--- src/rtl/load_store_unit.sv ---
// rtl/load_store_unit.sv - RV32I load/store unit: one outstanding access, byte lanes, timeout abort
// Optional misaligned-access trap state is built when MISALIGN_TRAP_EN is defined.
module load_store_unit #(
  parameter int TIMEOUT_CYC = 64
) (
  input  logic        clk,
  input  logic        rst,
  input  logic        req_valid,
  input  logic        req_we,
  input  logic [2:0]  funct3,
  input  logic [31:0] addr,
  input  logic [31:0] sdata,
  input  logic [4:0]  rd,
  output logic        req_ready,
  output logic        busy,
  output logic        mem_req,
  output logic        mem_we,
  output logic [31:0] mem_addr,
  output logic [31:0] mem_wdata,
  output logic [3:0]  mem_wmask,
  input  logic        mem_ack,
  input  logic [31:0] mem_rdata,
  output logic        reg_wr,
  output logic [4:0]  waddr,
  output logic [31:0] wdata,
`ifdef MISALIGN_TRAP_EN
  output logic        misalign,
`endif
  output logic        bus_err
);

  localparam int CW = (TIMEOUT_CYC > 1) ? $clog2(TIMEOUT_CYC) : 1;

`ifdef MISALIGN_TRAP_EN
  typedef enum logic [1:0] {S_IDLE, S_REQ, S_WB, S_TRAP} state_t;
`else
  typedef enum logic [1:0] {S_IDLE, S_REQ, S_WB} state_t;
`endif

  state_t        state_q, state_d;
  logic          we_q, we_d;
  logic [2:0]    f3_q, f3_d;
  logic [31:0]   addr_q, addr_d;
  logic [31:0]   sdata_q, sdata_d;
  logic [4:0]    rd_q, rd_d;
  logic [CW-1:0] cnt_q, cnt_d;
  logic [31:0]   ldata_q, ldata_d;
  logic          bus_err_q, bus_err_d;

  logic [3:0]    lane_mask;
  logic [31:0]   lane_wdata;
  logic [31:0]   rd_shift;
  logic [31:0]   rd_ext;
  logic          in_req, in_wb;
  logic          mis_in;

  // Size comes from funct3[1:0]; 10 and 11 both select a word, so reserved codes act as W.
  always_comb begin
    lane_mask  = 4'b1111;
    lane_wdata = sdata_q;
    rd_shift   = mem_rdata;
    rd_ext     = mem_rdata;
    if (f3_q[1:0] == 2'b00) begin
      lane_mask  = 4'b0001 << addr_q[1:0];
      lane_wdata = {4{sdata_q[7:0]}};
      rd_shift   = mem_rdata >> {addr_q[1:0], 3'b000};
      rd_ext     = {{24{~f3_q[2] & rd_shift[7]}}, rd_shift[7:0]};
    end else if (f3_q[1:0] == 2'b01) begin
      lane_mask  = addr_q[1] ? 4'b1100 : 4'b0011;
      lane_wdata = {2{sdata_q[15:0]}};
      rd_shift   = mem_rdata >> {addr_q[1], 4'b0000};
      rd_ext     = {{16{~f3_q[2] & rd_shift[15]}}, rd_shift[15:0]};
    end
  end

`ifdef MISALIGN_TRAP_EN
  assign mis_in = ((funct3[1:0] == 2'b01) && addr[0]) ||
                  (funct3[1] && (addr[1:0] != 2'b00));
`else
  assign mis_in = 1'b0;
`endif

  always_comb begin
    state_d   = state_q;
    we_d      = we_q;
    f3_d      = f3_q;
    addr_d    = addr_q;
    sdata_d   = sdata_q;
    rd_d      = rd_q;
    cnt_d     = cnt_q;
    ldata_d   = ldata_q;
    bus_err_d = 1'b0;
    case (state_q)
      S_IDLE: begin
        if (req_valid) begin
          we_d    = req_we;
          f3_d    = funct3;
          addr_d  = addr;
          sdata_d = sdata;
          rd_d    = rd;
          cnt_d   = '0;
`ifdef MISALIGN_TRAP_EN
          state_d = mis_in ? S_TRAP : S_REQ;
`else
          state_d = S_REQ;
`endif
        end
      end
      S_REQ: begin
        // An ack in the final allowed cycle still completes the access.
        if (mem_ack) begin
          if (we_q) begin
            state_d = S_IDLE;
          end else begin
            ldata_d = rd_ext;
            state_d = S_WB;
          end
        end else if (cnt_q == CW'(TIMEOUT_CYC - 1)) begin
          bus_err_d = 1'b1;
          state_d   = S_IDLE;
        end else begin
          cnt_d = cnt_q + CW'(1);
        end
      end
      default: state_d = S_IDLE;
    endcase
  end

  always_ff @(posedge clk) begin
    if (!rst) begin
      state_q   <= S_IDLE;
      we_q      <= 1'b0;
      f3_q      <= 3'b000;
      addr_q    <= '0;
      sdata_q   <= '0;
      rd_q      <= '0;
      cnt_q     <= '0;
      ldata_q   <= '0;
      bus_err_q <= 1'b0;
    end else begin
      state_q   <= state_d;
      we_q      <= we_d;
      f3_q      <= f3_d;
      addr_q    <= addr_d;
      sdata_q   <= sdata_d;
      rd_q      <= rd_d;
      cnt_q     <= cnt_d;
      ldata_q   <= ldata_d;
      bus_err_q <= bus_err_d;
    end
  end

  assign in_req    = (state_q == S_REQ);
  assign in_wb     = (state_q == S_WB);
  assign req_ready = (state_q == S_IDLE);
  assign busy      = ~req_ready;
  assign mem_req   = in_req;
  assign mem_we    = in_req & we_q;
  assign mem_addr  = in_req ? {addr_q[31:2], 2'b00} : 32'h0;
  assign mem_wdata = (in_req & we_q) ? lane_wdata : 32'h0;
  assign mem_wmask = (in_req & we_q) ? lane_mask : 4'b0000;
  assign reg_wr    = in_wb & (rd_q != 5'd0);
  assign waddr     = in_wb ? rd_q : 5'd0;
  assign wdata     = in_wb ? ldata_q : 32'h0;
  assign bus_err   = bus_err_q;
`ifdef MISALIGN_TRAP_EN
  assign misalign  = (state_q == S_TRAP);
`endif

endmodule

--- config.mk ---
export PLATFORM = sky130hd
export DESIGN_NAME = load_store_unit
export DESIGN_NICKNAME = d
export VERILOG_FILES = /design/src/rtl/load_store_unit.sv
export SDC_FILE = /design/constraint.sdc
export NUM_CORES = 1
export LEC_CHECK = 0
export CAP_MARGIN = 20
export CORE_ASPECT_RATIO = 0.6
export CORE_MARGIN = 2
export CORE_UTILIZATION = 44
export DETAILED_ROUTE_END_ITERATION = 8
export GPL_ROUTABILITY_DRIVEN = 0
export PLACE_DENSITY = 0.81
export RECOVER_POWER = 100
export REMOVE_ABC_BUFFERS = 1
export SLEW_MARGIN = 25
export SYNTH_ARGS = -nofsm -noshare
export SYNTH_HDL_FRONTEND = slang
export SYNTH_SLANG_ARGS = --single-unit
export TNS_END_PERCENT = 5
--- constraint.sdc ---
create_clock -name clk -period 2.5 [get_ports clk]
set_clock_uncertainty 0.1 [all_clocks]
set_input_delay 0.75 -clock clk [delete_from_list [all_inputs] [get_ports clk]]
set_output_delay 0.75 -clock clk [all_outputs]
set_load 0.1 [all_outputs]
After elaboration in Yosys (flattened, before gate mapping). Cells that the tools add are included.

$add $sub $neg: 1. Equal/unequal tests: 8. Shift operators: 3. Multiplexer cells: 22. Bitwise gates (word level): 9. Reduce and logical (&&, ||, !) cells: 9.

Operators with widths (count): two-way mux 32 bit (7); >> shifter 32 x 5 -> 16 bit (1); >> shifter 32 x 5 -> 8 bit (1); two-way mux 6 bit (3); two-way mux 4 bit (4); one-hot mux 6 bit (2 select lines) (1); two-way mux 2 bit (4); adder 6 x 1 -> 6 bit, second input constant (1); == test 6 bit, second input constant (1); inequality test 2 bit, second input constant (3); two-way mux 5 bit (1); inverter 1 bit (5); nonzero test 5 bit (1); bitwise AND 1 bit (4); == test 2 x 1 -> 1 bit, second input constant (2); zero test 2 bit (2); one-hot mux 2 bit (2 select lines) (1); AND reduction 2 bit (2); AND reduction 4 bit (1); << shifter 1 x 2 -> 4 bit, first input constant (1); inequality test 3 x 2 -> 1 bit, second input constant (1); AND reduction 3 bit (1); OR reduction 3 bit (1); == test 2 bit, second input constant (1); other kinds (2) (2).

Bits in registers: 114. Bits of input ports: 109. Output and inout bits: 111. Word-level logic and storage cells: 61.

Depth between registers and ports, before layout. Gate-level depths: netlist of the first run.

Depth in word-level cells: 4. Mapped depth: 7. Gate-level depth less buffers: 5.

Worst setup path before layout of the first run. Ideal clock, no wire load.

Path kind: register to output. Start point: reg f3_q[1]. End point: out mem_wmask[1]. Data arrival time: 3.104 ns. Required time: 1.650 ns. Path slack: -1.454 ns. Cell stages (with the launch flop): 7. Buffers on the path: 3. Cells stage by stage: dfxtp_1 -> buf_2 -> or2_2 -> clkbuf_1 -> clkbuf_1 -> a21oi_1 -> nor3_1.

Longest elaborated chain between the ends: 4. Elaborated cells between the ends (all ways): 5. Those cells by class: eq/ne (1); mux (3); reduce/logical (1).

Ends and longest elaborated chain: from (decl) (RTL line 42) `logic [2:0] f3_q, f3_d;`; from (signal assigned) (RTL line 133) `f3_q <= 3'b000;`; from (signal assigned) (RTL line 143) `f3_q <= f3_d;`; == test 2 x 1 -> 1 bit (RTL line 68) `end else if (f3_q[1:0] == 2'b01) begin`; two-way mux 4 bit (RTL line 68); two-way mux 4 bit * (RTL line 63) `if (f3_q[1:0] == 2'b00) begin`; two-way mux 4 bit * (RTL line 161) `assign mem_wmask = (in_req & we_q) ? lane_mask : 4'b0000;`; to (decl) (RTL line 20) `output logic [3:0] mem_wmask,`.

Mark *: on every way between the ends. The rest lies on a longest branch, timed or not.

Worst setup path in the final report of the first run.
Start point: reg f3_q[0]. End point: out mem_wdata[9].

Longest elaborated chain between the ends: 3.

Ends and longest elaborated chain: zero test 2 bit (RTL line 63); two-way mux 32 bit (RTL line 63); two-way mux 32 bit (RTL line 160) `assign mem_wdata = (in_req & we_q) ? lane_wdata : 32'h0;`; to (decl) (RTL line 19) `output logic [31:0] mem_wdata,`.

Every way passes these cells.

==> results of run 1 <==
==> repair_timing <==
item                       in CTS  in global routing
setup buffers                   0                  4
pin swaps                       0                  5
resized for setup              35                 35
gates cloned                    1                  3
setup endpoints to repair      66                 85
==> path summary, 6_finish.rpt <==
check | slack, ns | end | cells after the start | from
max | -0.05 | mem_wdata[9] | 6 | f3_q[0]$_SDFFE_PN0P_
min | 0.35 | addr_q[16]$_SDFFE_PN0P_ | 2 | addr_q[16]$_SDFFE_PN0P_
max reg2reg | 0.19 | addr_q[18]$_SDFFE_PN0P_ | 5 | state_q[1]$_SDFFE_PN0P_
min reg2reg | 0.35 | addr_q[16]$_SDFFE_PN0P_ | 2 | addr_q[16]$_SDFFE_PN0P_
==> power groups by stage <==
| stage | Sequential (W) | Combinational, W | Clock (W) |
|---|---|---|---|
| 3_3_place_gp | 0.00203 | 0.000994 | 0 |
| 5_1_grt | 0.00202 | 0.00117 | 0.00253 |
| 2_1_floorplan | 0.00203 | 0.000517 | 0 |
| 6_report | 0.00200 | 0.00111 | 0.00243 |
| 3_5_place_dp | 0.00203 | 0.00102 | 0 |
| 4_1_cts | 0.00200 | 0.00106 | 0.00243 |
==> synth_stat cells (3+ instances only) <==
cell type	count	share of area, %
nand2_1	201	13
a21oi_1	126	11
dfxtp_1	114	41
and2_1	68	7.6
nor2_1	42	2.8
clkbuf_1	35	2.3
o21ai_0	26	2.3
buf_2	20	1.8
mux2i_1	17	3.0
nor3_1	10	0.89
and3_1	9	1.0
nand3_1	8	0.71
o221a_2	8	1.6
buf_4	7	0.93
or3_1	7	0.78
inv_1	5	0.33
mux4_2	4	1.6
mux2_2	3	0.60
nand3b_1	3	0.40
nor2b_1	3	0.33
o21a_1	3	0.40
==> tightest hold or removal path, cell delays in order, from the launching register on <==
cell	delay (ns)
dfxtp_1	0.30
nand2_1	0.05
a21oi_1	0.05
==> layout make-up <==
type                       count  area share [%]
sequential                   114            22.9
multi-input combinational    569            31.8
timing repair buffer         254            37.1
clock buffer                  19            4.52
tap                          165            2.06
inverter                       6           0.250
clock inverter                13            1.35
==> registers in the layout, indices dropped and copies added, names as in the netlist <==
name and flops:
addr_q 32, ldata_q 32, sdata_q 32, cnt_q 6, rd_q 5, f3_q 3, state_q 2, bus_err 1
we_q 1
==> cell usage in the layout, fill, tap and decap left out, drive strengths merged, types with 2 or more instances in the layout <==
| cell | synthesis | final |
|---|---|---|
| clkdlybuf4s50 | 0 | 107 |
| nand3 | 8 | 8 |
| nor4 | 2 | 2 |
| clkinv | 0 | 5 |
| o21ai | 28 | 28 |
| mux2 | 3 | 3 |
| o22ai | 2 | 2 |
| o21a | 3 | 3 |
| nor3b | 2 | 2 |
| o221a | 8 | 8 |
| o31ai | 2 | 2 |
| a21oi | 126 | 126 |
| bufinv | 0 | 2 |
| and3 | 9 | 9 |
| clkinvlp | 0 | 5 |
| nor2 | 42 | 42 |
| clkbuf | 35 | 26 |
| mux4 | 5 | 5 |
| buf | 30 | 138 |
| and2 | 68 | 68 |
| nor2b | 3 | 3 |
| and3b | 2 | 2 |
| nor3 | 11 | 11 |
| dfxtp | 114 | 114 |
| mux2i | 18 | 18 |
| nand3b | 3 | 3 |
| conb | 1 | 2 |
| nand2 | 201 | 201 |
| a41oi | 2 | 2 |
| a311oi | 2 | 2 |
| inv | 6 | 7 |
| or3 | 8 | 8 |
==> through the flow <==
stage               total power [W]  utilization [%]  TNS, ns  hold slack [ns]  setup WS (ns)
floorplan                   0.00255                -  -358.52            0.332          -4.49
global placement            0.00302             74.5        0            0.338          0.163
detailed placement          0.00305             74.5        0            0.342         0.0971
CTS                         0.00548             80.4   -0.842            0.350        -0.0803
global route                0.00572             81.7    -2.84            0.367        -0.0900
finish                      0.00555             81.7   -0.337            0.348        -0.0482
==> cells by family (layout without fill, tap and decap cells) <==
kind of cell	count (synthesis)	in the layout	share of synthesized area, %
AOI/OAI and AO/OA	176	176	17.6
and+or+nand+nor	364	364	29.7
adders and majority gates	1	1	0.222
DFF	114	114	40.5
muxes	26	26	5.93
buffers and inverters	71	292	5.91
other	1	2	0.0666
==> layer usage <==
metal | global-route usage, % | share of wire, %
met5 | 0 | 0.036
met4 | 9.36 | 2.0
met3 | 9.80 | 10
met2 | 51.3 | 47
met1 | 40.1 | 40
==> metrics, run 1 <==
cells after synthesis=753; kind of critical path=flip-flop to primary output; root buf cell=clkbuf_16; CP Cell Sequence=buf_8 -> nor2_4 -> clkbuf_16 -> nand2_4 -> a21oi_2 -> buf_12; routed length per instance=19.3 um; RSZ-0062 raised after global routing=true; status=complete, but fails checks; CP endpoint kind=primary output; Fill cells=743; # IOs=220; via count=6373; Slew Viols, Final=0; Vias/cell=5.59; Period Utilization, post-route=102%; drt drc=0; buffer levels on the longest clock path=2; cell area after synthesis=5630 um2; number of synthesized register bits=114; Die X=150 um; Seq. cell area=2300 um2; die height=91.6 um; P_int=0.00393 W; first drt pass iteration count=5; post-route cell area=10000 um2; Max-Cap Viols=0; DRT iter0 DRCs=497; IO buf count=217; number of synthesized flops with an enable pin=0; area occupied by multi-input gates=3190 um2; largest net degree at the start of global routing=74; Slew @ Worst Pin=0.658 ns; Tot GR Track Use=31.5%; nets@finish=1072; Leak Pwr=3.85 nW; WP buf/inv=3; post-route insts no fill=1140; Net Sw Frac=29.3%; row count=31; share of layout cells above drive strength 1=25.2%; Clock power frac=43.8%; Hold-fix buffers, CTS=0; setup violators final=20; max_slew headroom=55.9%; register share of total power=36.1%; sequential-to-total area share from yosys stat=40.5%; initial antenna violation count=1; WP data required=1.65 ns; clk sink count=114; Detailed Route WL=22000 um; clock buffer count from CTS=17; Avg Cell Area, Syn=7.48 um2; Peak VDD IR=535 uV; Sw Pwr=0.00162 W; placed cell count=1100; Critical Path Start Type=flip-flop; setup ws final=-0.0482 ns; H-tree depth=4; final hold violations=0; die area=13700 um2; Top FF cell, synth=dfxtp_1; core box area=12300 um2; Clk pin slew, worst setup/hold paths=0.06 ns; fin crit period=2.55 ns; crit path max-delay cell type=dfxtp_4; family with the most delay on the worst path=buffers and inverters; Starting Density=45.9%; Comb pwr share=20.0%; Max Freq=0.392 GHz; failing checks=setup timing; ys async rst share=0%; first-pass GRT wire length=33800 um; Max FO, Critical Path=8; Pwr per Cell Area=554 nW/um2; Unique masters post-synth=48; antenna-violating nets left=0; Worst-Skew Late Latency=0.41 ns; n_diodes=0; Final HPWL DP=14300 um; dpl cell area=9130 um2; CTS tree=yes; Area Growth Syn to Fin=78.0%; Syn. warnings=0; Worst Hold Class=flip-flop to flip-flop; crit-path max cell delay=0.36 ns; Arr. time, crit path=1.70 ns; vias in the first global route=6281; Remaining Overflow, GRT=0
Note: power is estimated with default switching activity, not from simulation.
==> run 2: changes to the inputs <==
--- a/config.mk
+++ b/config.mk
@@ -7,7 +7,6 @@
 export LEC_CHECK = 0
 export CAP_MARGIN = 20
 export CORE_ASPECT_RATIO = 0.6
-export CORE_MARGIN = 2
 export CORE_UTILIZATION = 44
 export DETAILED_ROUTE_END_ITERATION = 8
 export GPL_ROUTABILITY_DRIVEN = 0
==> constraint.sdc (replaced) <==
create_clock -name clk -period 2.5 [get_ports clk]
set_clock_uncertainty 0.1 [all_clocks]
set_input_delay 0.25 -clock clk [delete_from_list [all_inputs] [get_ports clk]]
set_output_delay 0.25 -clock clk [all_outputs]
set_load 0.1 [all_outputs]
==> run 2 against run 1 <==
- the flow now finishes without violations
- global-route usage shrank 1.5 points
- fmax rose by 6.1%
- sequential power is essentially flat
- register-to-register slack better by 0.03 ns
- design area shrank 8.8%
- critical path type unchanged
- critical endpoint is now mem_wdata[28]
- largest power group unchanged
- highest routed layer is now met4
==> metrics, run 2 (synthesized netlist as in run 1, its figures left out) <==
Area Growth Syn to Fin=62.4%; most frequent cells in the layout=201 x nand2_1, 126 x a21oi_1, 113 x dfxtp_1; met2 routed WL=9360 um (-10%); Arr. time, crit path=2.05 ns (+0.35 ns); Vias/cell=5.46 (-2.3%); met1 wire length=8360 um (-5.3%); max_slew headroom=22.8% (-33 points); largest net degree at the start of global routing=53 (-28%); max layer used=met4; clk sink count=114 (unchanged); Final HPWL DP=13900 um (-2.9%); commonest non-fill, non-tap cell in the layout=nand2_1; status=finished, final reports clean; crit path max-delay cell type=dfxtp_2; Max FO, Critical Path=29 (+21); CP endpoint kind=primary output; Pwr per Cell Area=612 nW/um2 (+10%); die area=13300 um2 (-3.5%); family with the most delay on the worst path=buffers and inverters; die height=89.6 um (-2.2%); Max-Cap Viols=0 (unchanged); CP Cell Sequence=clkbuf_4 -> a21oi_1 -> nor2_1 -> clkbuf_4; Worst Hold Class=primary input to flip-flop; Post-CTS Setup Inserts=0 (unchanged); Starting Density=45.9% (unchanged); Worst-Skew Late Latency=0.41 ns (about the same); most frequent CP cell=clkbuf_4; first drt pass iteration count=5 (unchanged); kind of critical path=flip-flop to primary output; biggest regs=addr_q (32), ldata_q (32), sdata_q (32); DRT iter0 DRCs=470 (-5.4%); RSZ-0062 raised after global routing=false; setup violators final=0 (-100%); Fill cells=874 (+18%); IO buf count=217 (unchanged); hold_ws=0.283 ns (-0.0648 ns); routed length per instance=17.9 um (-7.2%); fin crit period=2.40 ns (-0.146 ns); buffer levels on the longest clock path=2 (unchanged); Peak VDD IR=673 uV (+26%); PostCTS Resize Cnt=0 (-100%); CTS tree=yes; Die X=148 um (-1.3%); WP data required=2.15 ns (+0.50 ns); core box area=12300 um2 (unchanged); clock buffer count from CTS=17 (unchanged); # IOs=220 (unchanged); Leak Pwr=3.55 nW (-7.9%); H-tree depth=4 (unchanged); final hold violations=0 (unchanged); drt drc=0 (unchanged); Detailed Route WL=20100 um (-8.4%); Period Utilization, post-route=96.1% (-5.8 points); via count=6153 (-3.5%); vias in the first global route=5852 (-6.8%); Slew Viols, Final=0 (unchanged); Hold-fix buffers, CTS=0 (unchanged); n_diodes=0 (unchanged); row count=31 (unchanged); Max Freq=0.416 GHz (+6.1%); Clk pin slew, worst setup/hold paths=0.06 ns (about the same); initial antenna violation count=0 (-1); root buf cell=clkbuf_16; post-layout util=74.6% (-7.2 points); share of layout cells above drive strength 1=19.5% (-5.8 points); first-pass GRT wire length=30600 um (-9.6%); antenna-violating nets left=0 (unchanged); Remaining Overflow, GRT=0 (unchanged); nets@finish=1058 (-1.3%); DR WL met3=2150 um (-4.6%); crit-path max cell delay=0.53 ns (+0.17 ns); WP buf/inv=2 (-1); Tot GR Track Use=30.0% (-1.5 points); Critical Path Start Type=flip-flop; Slew @ Worst Pin=1.16 ns (+0.505 ns)
run 2: cell types whose count changed in the layout (fill, tap and decap cells not counted), moves of 6 or more:
| cell | delta |
|---|---|
| nor2_1 | +17 |
| clkbuf_4 | +20 |
| buf_12 | -41 |
| a21oi_1 | +11 |
| a21oi_2 | -9 |
| and2_0 | +64 |
| nor2_2 | -14 |
| clkbuf_2 | +6 |
| and2_1 | -64 |
run 2: metal layers:
layer,global-route usage (%),up-vias
met3,8.79,23
met5,0,-
met4,10.6,0
li1,-,2913
met2,49.4,296
met1,37.9,2921
run 2: layout make-up:
| type | instances | area, um2 | share of cell area, % |
|---|---|---|---|
| Clock inverter | 12 | 179 | 1.96 |
| Inverter | 6 | 22.5 | 0.246 |
| Timing Repair Buffer | 240 | 2980 | 32.6 |
| Sequential cell | 114 | 2280 | 25.0 |
| Clock buffer | 20 | 457 | 5.00 |
| Tap cell | 165 | 206 | 2.26 |
| Multi-Input combinational cell | 569 | 3010 | 33.0 |
run 2: where the power goes:
| group | leakage (nW) | switching [W] | internal (W) | total, W |
|---|---|---|---|---|
| Clock | 0.315 | 0.000906 | 0.00173 | 0.00263 |
| Combinational | 2.30 | 0.000564 | 0.000391 | 0.000955 |
| Sequential | 0.934 | 0.0000795 | 0.00193 | 0.00201 |
| Total | 3.55 | 0.00155 | 0.00404 | 0.00559 |
run 2: per-stage QoR:
step           instance area (um2)  worst slack, ns  setup TNS [ns]  power, W  std cells
2_1_floorplan                 5320            -3.99         -307.94   0.00255        689
3_3_place_gp                  8980            0.574               0   0.00298       1094
3_5_place_dp                  8980            0.501               0   0.00301       1094
4_1_cts                       9610           0.0361               0   0.00563       1126
5_1_grt                       9140           0.0190               0   0.00578       1126
6_report                      9140           0.0979               0   0.00559       1126
run 2: worst paths after layout:
| check | depth (start not counted) | slack, ns | start | end |
|---|---|---|---|---|
| hold / removal | 3 | 0.28 | addr[25] | addr_q[25]$_SDFFE_PN0P_ |
| hold reg to reg | 2 | 0.35 | addr_q[17]$_SDFFE_PN0P_ | addr_q[17]$_SDFFE_PN0P_ |
| setup reg to reg | 5 | 0.22 | addr_q[1]$_SDFFE_PN0P_ | ldata_q[13]$_SDFFE_PN0P_ |
| setup / recovery | 4 | 0.1 | f3_q[1]$_SDFFE_PN0P_ | mem_wdata[28] |
run 2: worst reg2reg max path, cell delays in order (launching register included):
cell,delay (ns)
dfxtp_1,0.57
buf_4,0.27
mux2i_1,0.13
o22a_4,0.27
o21ai_1,0.56
o221a_2,0.33
==> run 3: changes to the inputs <==
--- a/config.mk
+++ b/config.mk
@@ -5,9 +5,10 @@
 export SDC_FILE = /design/constraint.sdc
 export NUM_CORES = 1
 export LEC_CHECK = 0
+export ABC_AREA = 1
 export CAP_MARGIN = 20
 export CORE_ASPECT_RATIO = 0.6
-export CORE_UTILIZATION = 44
+export CORE_UTILIZATION = 45
 export DETAILED_ROUTE_END_ITERATION = 8
 export GPL_ROUTABILITY_DRIVEN = 0
 export PLACE_DENSITY = 0.81
==> run 3 against run 2 <==
- clock power is 10% lower
- critical endpoint is now mem_wdata[12]
- fmax is 1.0% lower
- die area is 4.9% higher
- sequential power hardly changed
- critical path depth is 2 higher
- combinational power is 26% higher
- worst setup slack worse by 0.025 ns
==> metrics, run 3 <==
number of synthesized flops with an enable pin=0 (unchanged); Slew Viols, Final=0 (unchanged); Clk pin slew, worst setup/hold paths=0.05 ns (about the same); Syn. warnings=0 (unchanged); worst r2r src=state_q[1]$_SDFFE_PN0P_; RSZ-0062 raised after global routing=false; Starting Density=46.6% (+0.68 points); via count=6876 (+12%); root buf cell=clkbuf_16; hold_ws=0.146 ns (-0.138 ns); Max Freq=0.412 GHz (-1.0%); Worst-Skew Late Latency=0.41 ns (about the same); Die X=152 um (+2.4%); Tot GR Track Use=30.3% (+0.37 points); largest cells by area after synthesis=dfxtp_1 38%, nand2_1 14%, inv_1 9.7%; Total Neg Setup Slack=0 ns (unchanged); leading post-synthesis cells by instance count=220 x nand2_1, 156 x inv_1, 150 x nor2_1; routed length per instance=14.9 um (-16%); row count=32 (+3.2%); hold depth=3 (unchanged); r2r setup slk=0.22 ns (about the same); die area=13900 um2 (+4.9%); Worst Hold Class=primary input to flip-flop; Unique masters post-synth=27 (-44%); Avg Cell Area, Syn=6.12 um2 (-18%); top cell type's share of synthesized area=37.7% (-2.8 points); area occupied by multi-input gates=2830 um2 (-6.3%); PostCTS Resize Cnt=0 (unchanged); Critical Path Start Type=flip-flop; core box area=13000 um2 (+5.8%); R2R Path End=addr_q[29]$_SDFFE_PN0P_; Hold-fix buffers, CTS=0 (unchanged); H-tree depth=4 (unchanged); Post-CTS Setup Inserts=0 (unchanged); Tot Pwr=0.00559 W (-0.15%); CP endpoint kind=primary output; commonest non-fill, non-tap cell in the layout=nand2_1; IO buf count=217 (unchanged); DRT iter0 DRCs=490 (+4.3%); Period Utilization, post-route=97.1% (+0.99 points); buffer levels on the longest clock path=2 (unchanged); post-route cell area=8500 um2 (-7.0%); clock buffer count from CTS=17 (unchanged); Area Growth Syn to Fin=40.6%; most frequent cells in the layout=222 x nand2_1, 158 x inv_1, 150 x nor2_1; antenna-violating nets left=0 (unchanged); Detailed Route WL=20300 um (+1.0%); share of layout cells above drive strength 1=14.0% (-5.4 points); status=finished, final reports clean; clk sink count=114 (unchanged); number of synthesized register bits=114 (unchanged); post-layout util=65.5% (-9.1 points); kind of critical path=flip-flop to primary output; sequential-to-total area share from yosys stat=37.7% (-2.8 points); Vias/cell=5.05 (-7.6%); Max-Cap Viols=0 (unchanged); first drt pass iteration count=5 (unchanged); Pwr per Cell Area=657 nW/um2 (+7.4%); cell taking the most area after synthesis=dfxtp_1; nets@finish=1289 (+22%); Arr. time, crit path=2.08 ns (+0.03 ns); biggest regs=addr_q (32), ldata_q (32), sdata_q (32); die height=91.8 um (+2.4%); cells after synthesis=988 (+31%); Peak VDD IR=533 uV (-21%); WP data required=2.15 ns (about the same); Max FO, Critical Path=11 (-62%); CTS tree=yes; Leak Pwr=4.02 nW (+13%); Fill cells=1112 (+27%); setup violators final=0 (unchanged); # IOs=220 (unchanged); final hold violations=0 (unchanged); dpl cell area=9330 um2 (+3.9%); fin crit period=2.43 ns (+0.0247 ns); Slew @ Worst Pin=1.21 ns (+0.0449 ns); reg2reg path depth=5 (unchanged); Seq. cell area=2280 um2 (about the same); hold_sp=rst; vias in the first global route=6721 (+15%); Min-Delay Endpoint=ldata_q[11]$_SDFFE_PN0P_; initial antenna violation count=0 (unchanged); top-count cell post-synth=nand2_1; Top FF cell, synth=dfxtp_1; largest net degree at the start of global routing=75 (+42%); ys async rst share=0% (unchanged); n_diodes=0 (unchanged); first-pass GRT wire length=33000 um (+7.9%); cell area after synthesis=6050 um2 (+7.4%); drt drc=0 (unchanged); Final HPWL DP=14200 um (+1.8%); Remaining Overflow, GRT=0 (unchanged); max_slew headroom=19.8% (-3.0 points)
-- run 3: cell count changes after synthesis, sizes merged, moves of 7 or more --
cell and delta:
a21oi -20, mux2i -18, o221a -8, and2 -68, nand3 +51, nand2 +21
nand4 +7, inv +158, o21ai +58, and3 -9, nor2 +111, or3 -8
-- run 3: layer usage --
metal | vias to the layer above | global-route usage (%) | share of wire (%)
li1 | 3415 | - | -
met1 | 3083 | 39.0 | 42
met2 | 333 | 47.2 | 45
met3 | 45 | 9.30 | 11
met4 | 0 | 11.7 | 2.3
met5 | - | 0 | 0
-- run 3: how the worst max path moves through the flow --
stage               slack, ns                        to                     from  cells after the start
floorplan               -1.80              mem_wmask[3]  state_q[0]$_SDFFE_PN0P_                      4
global placement         0.56  ldata_q[26]$_SDFFE_PN0P_            mem_rdata[15]                      9
detailed placement       0.50  ldata_q[27]$_SDFFE_PN0P_   addr_q[1]$_SDFFE_PN0P_                      7
CTS                      0.13              mem_wmask[1]     f3_q[1]$_SDFFE_PN0P_                      5
global route             0.02             mem_wdata[12]     f3_q[0]$_SDFFE_PN0P_                      6
finish                   0.07             mem_wdata[12]     f3_q[0]$_SDFFE_PN0P_                      6
-- run 3: where the power goes --
group,leakage [nW],switching (W),internal (W)
logic,2.80,0.000809,0.000391
registers,0.939,0.0000654,0.00196
clock network,0.280,0.000854,0.00151
total,4.02,0.00173,0.00386
-- run 3: final cells by class --
class / count / area share (%)
Multi-Input combinational cell: 644 / 33.2
Clock inverter: 10 / 1.28
Tap cell: 170 / 2.50
Inverter: 168 / 7.45
Sequential cell: 114 / 26.8
Clock buffer: 22 / 5.46
Timing Repair Buffer: 234 / 23.2
-- run 3: critical path: stages, from the launching register on --
cell,delay (ns)
dfxtp_1,0.48
nor2_4,0.07
clkinv_1,0.21
clkbuf_2,0.29
nand2_1,0.08
a21oi_1,0.17
clkbuf_4,0.36
-- run 3: cells by family (layout without fill, tap and decap cells) --
family | count (synthesis) | after routing | synth area share (%)
AOI/OAI and AO/OA | 194 | 194 | 16.1
adders and majority gates | 1 | 1 | 0.207
other | 1 | 2 | 0.0620
buffers and inverters | 231 | 434 | 15.5
and+or+nand+nor | 447 | 447 | 30.3
DFF | 114 | 114 | 37.7
-- run 3: per-stage QoR --
| stage | instances | setup slack, ns |
|---|---|---|
| finish | 1362 | 0.0732 |
| global route | 1362 | 0.0166 |
| CTS | 1362 | 0.128 |
| detailed placement | 1330 | 0.496 |
| global placement | 1330 | 0.556 |
| floorplan | 926 | -1.80 |
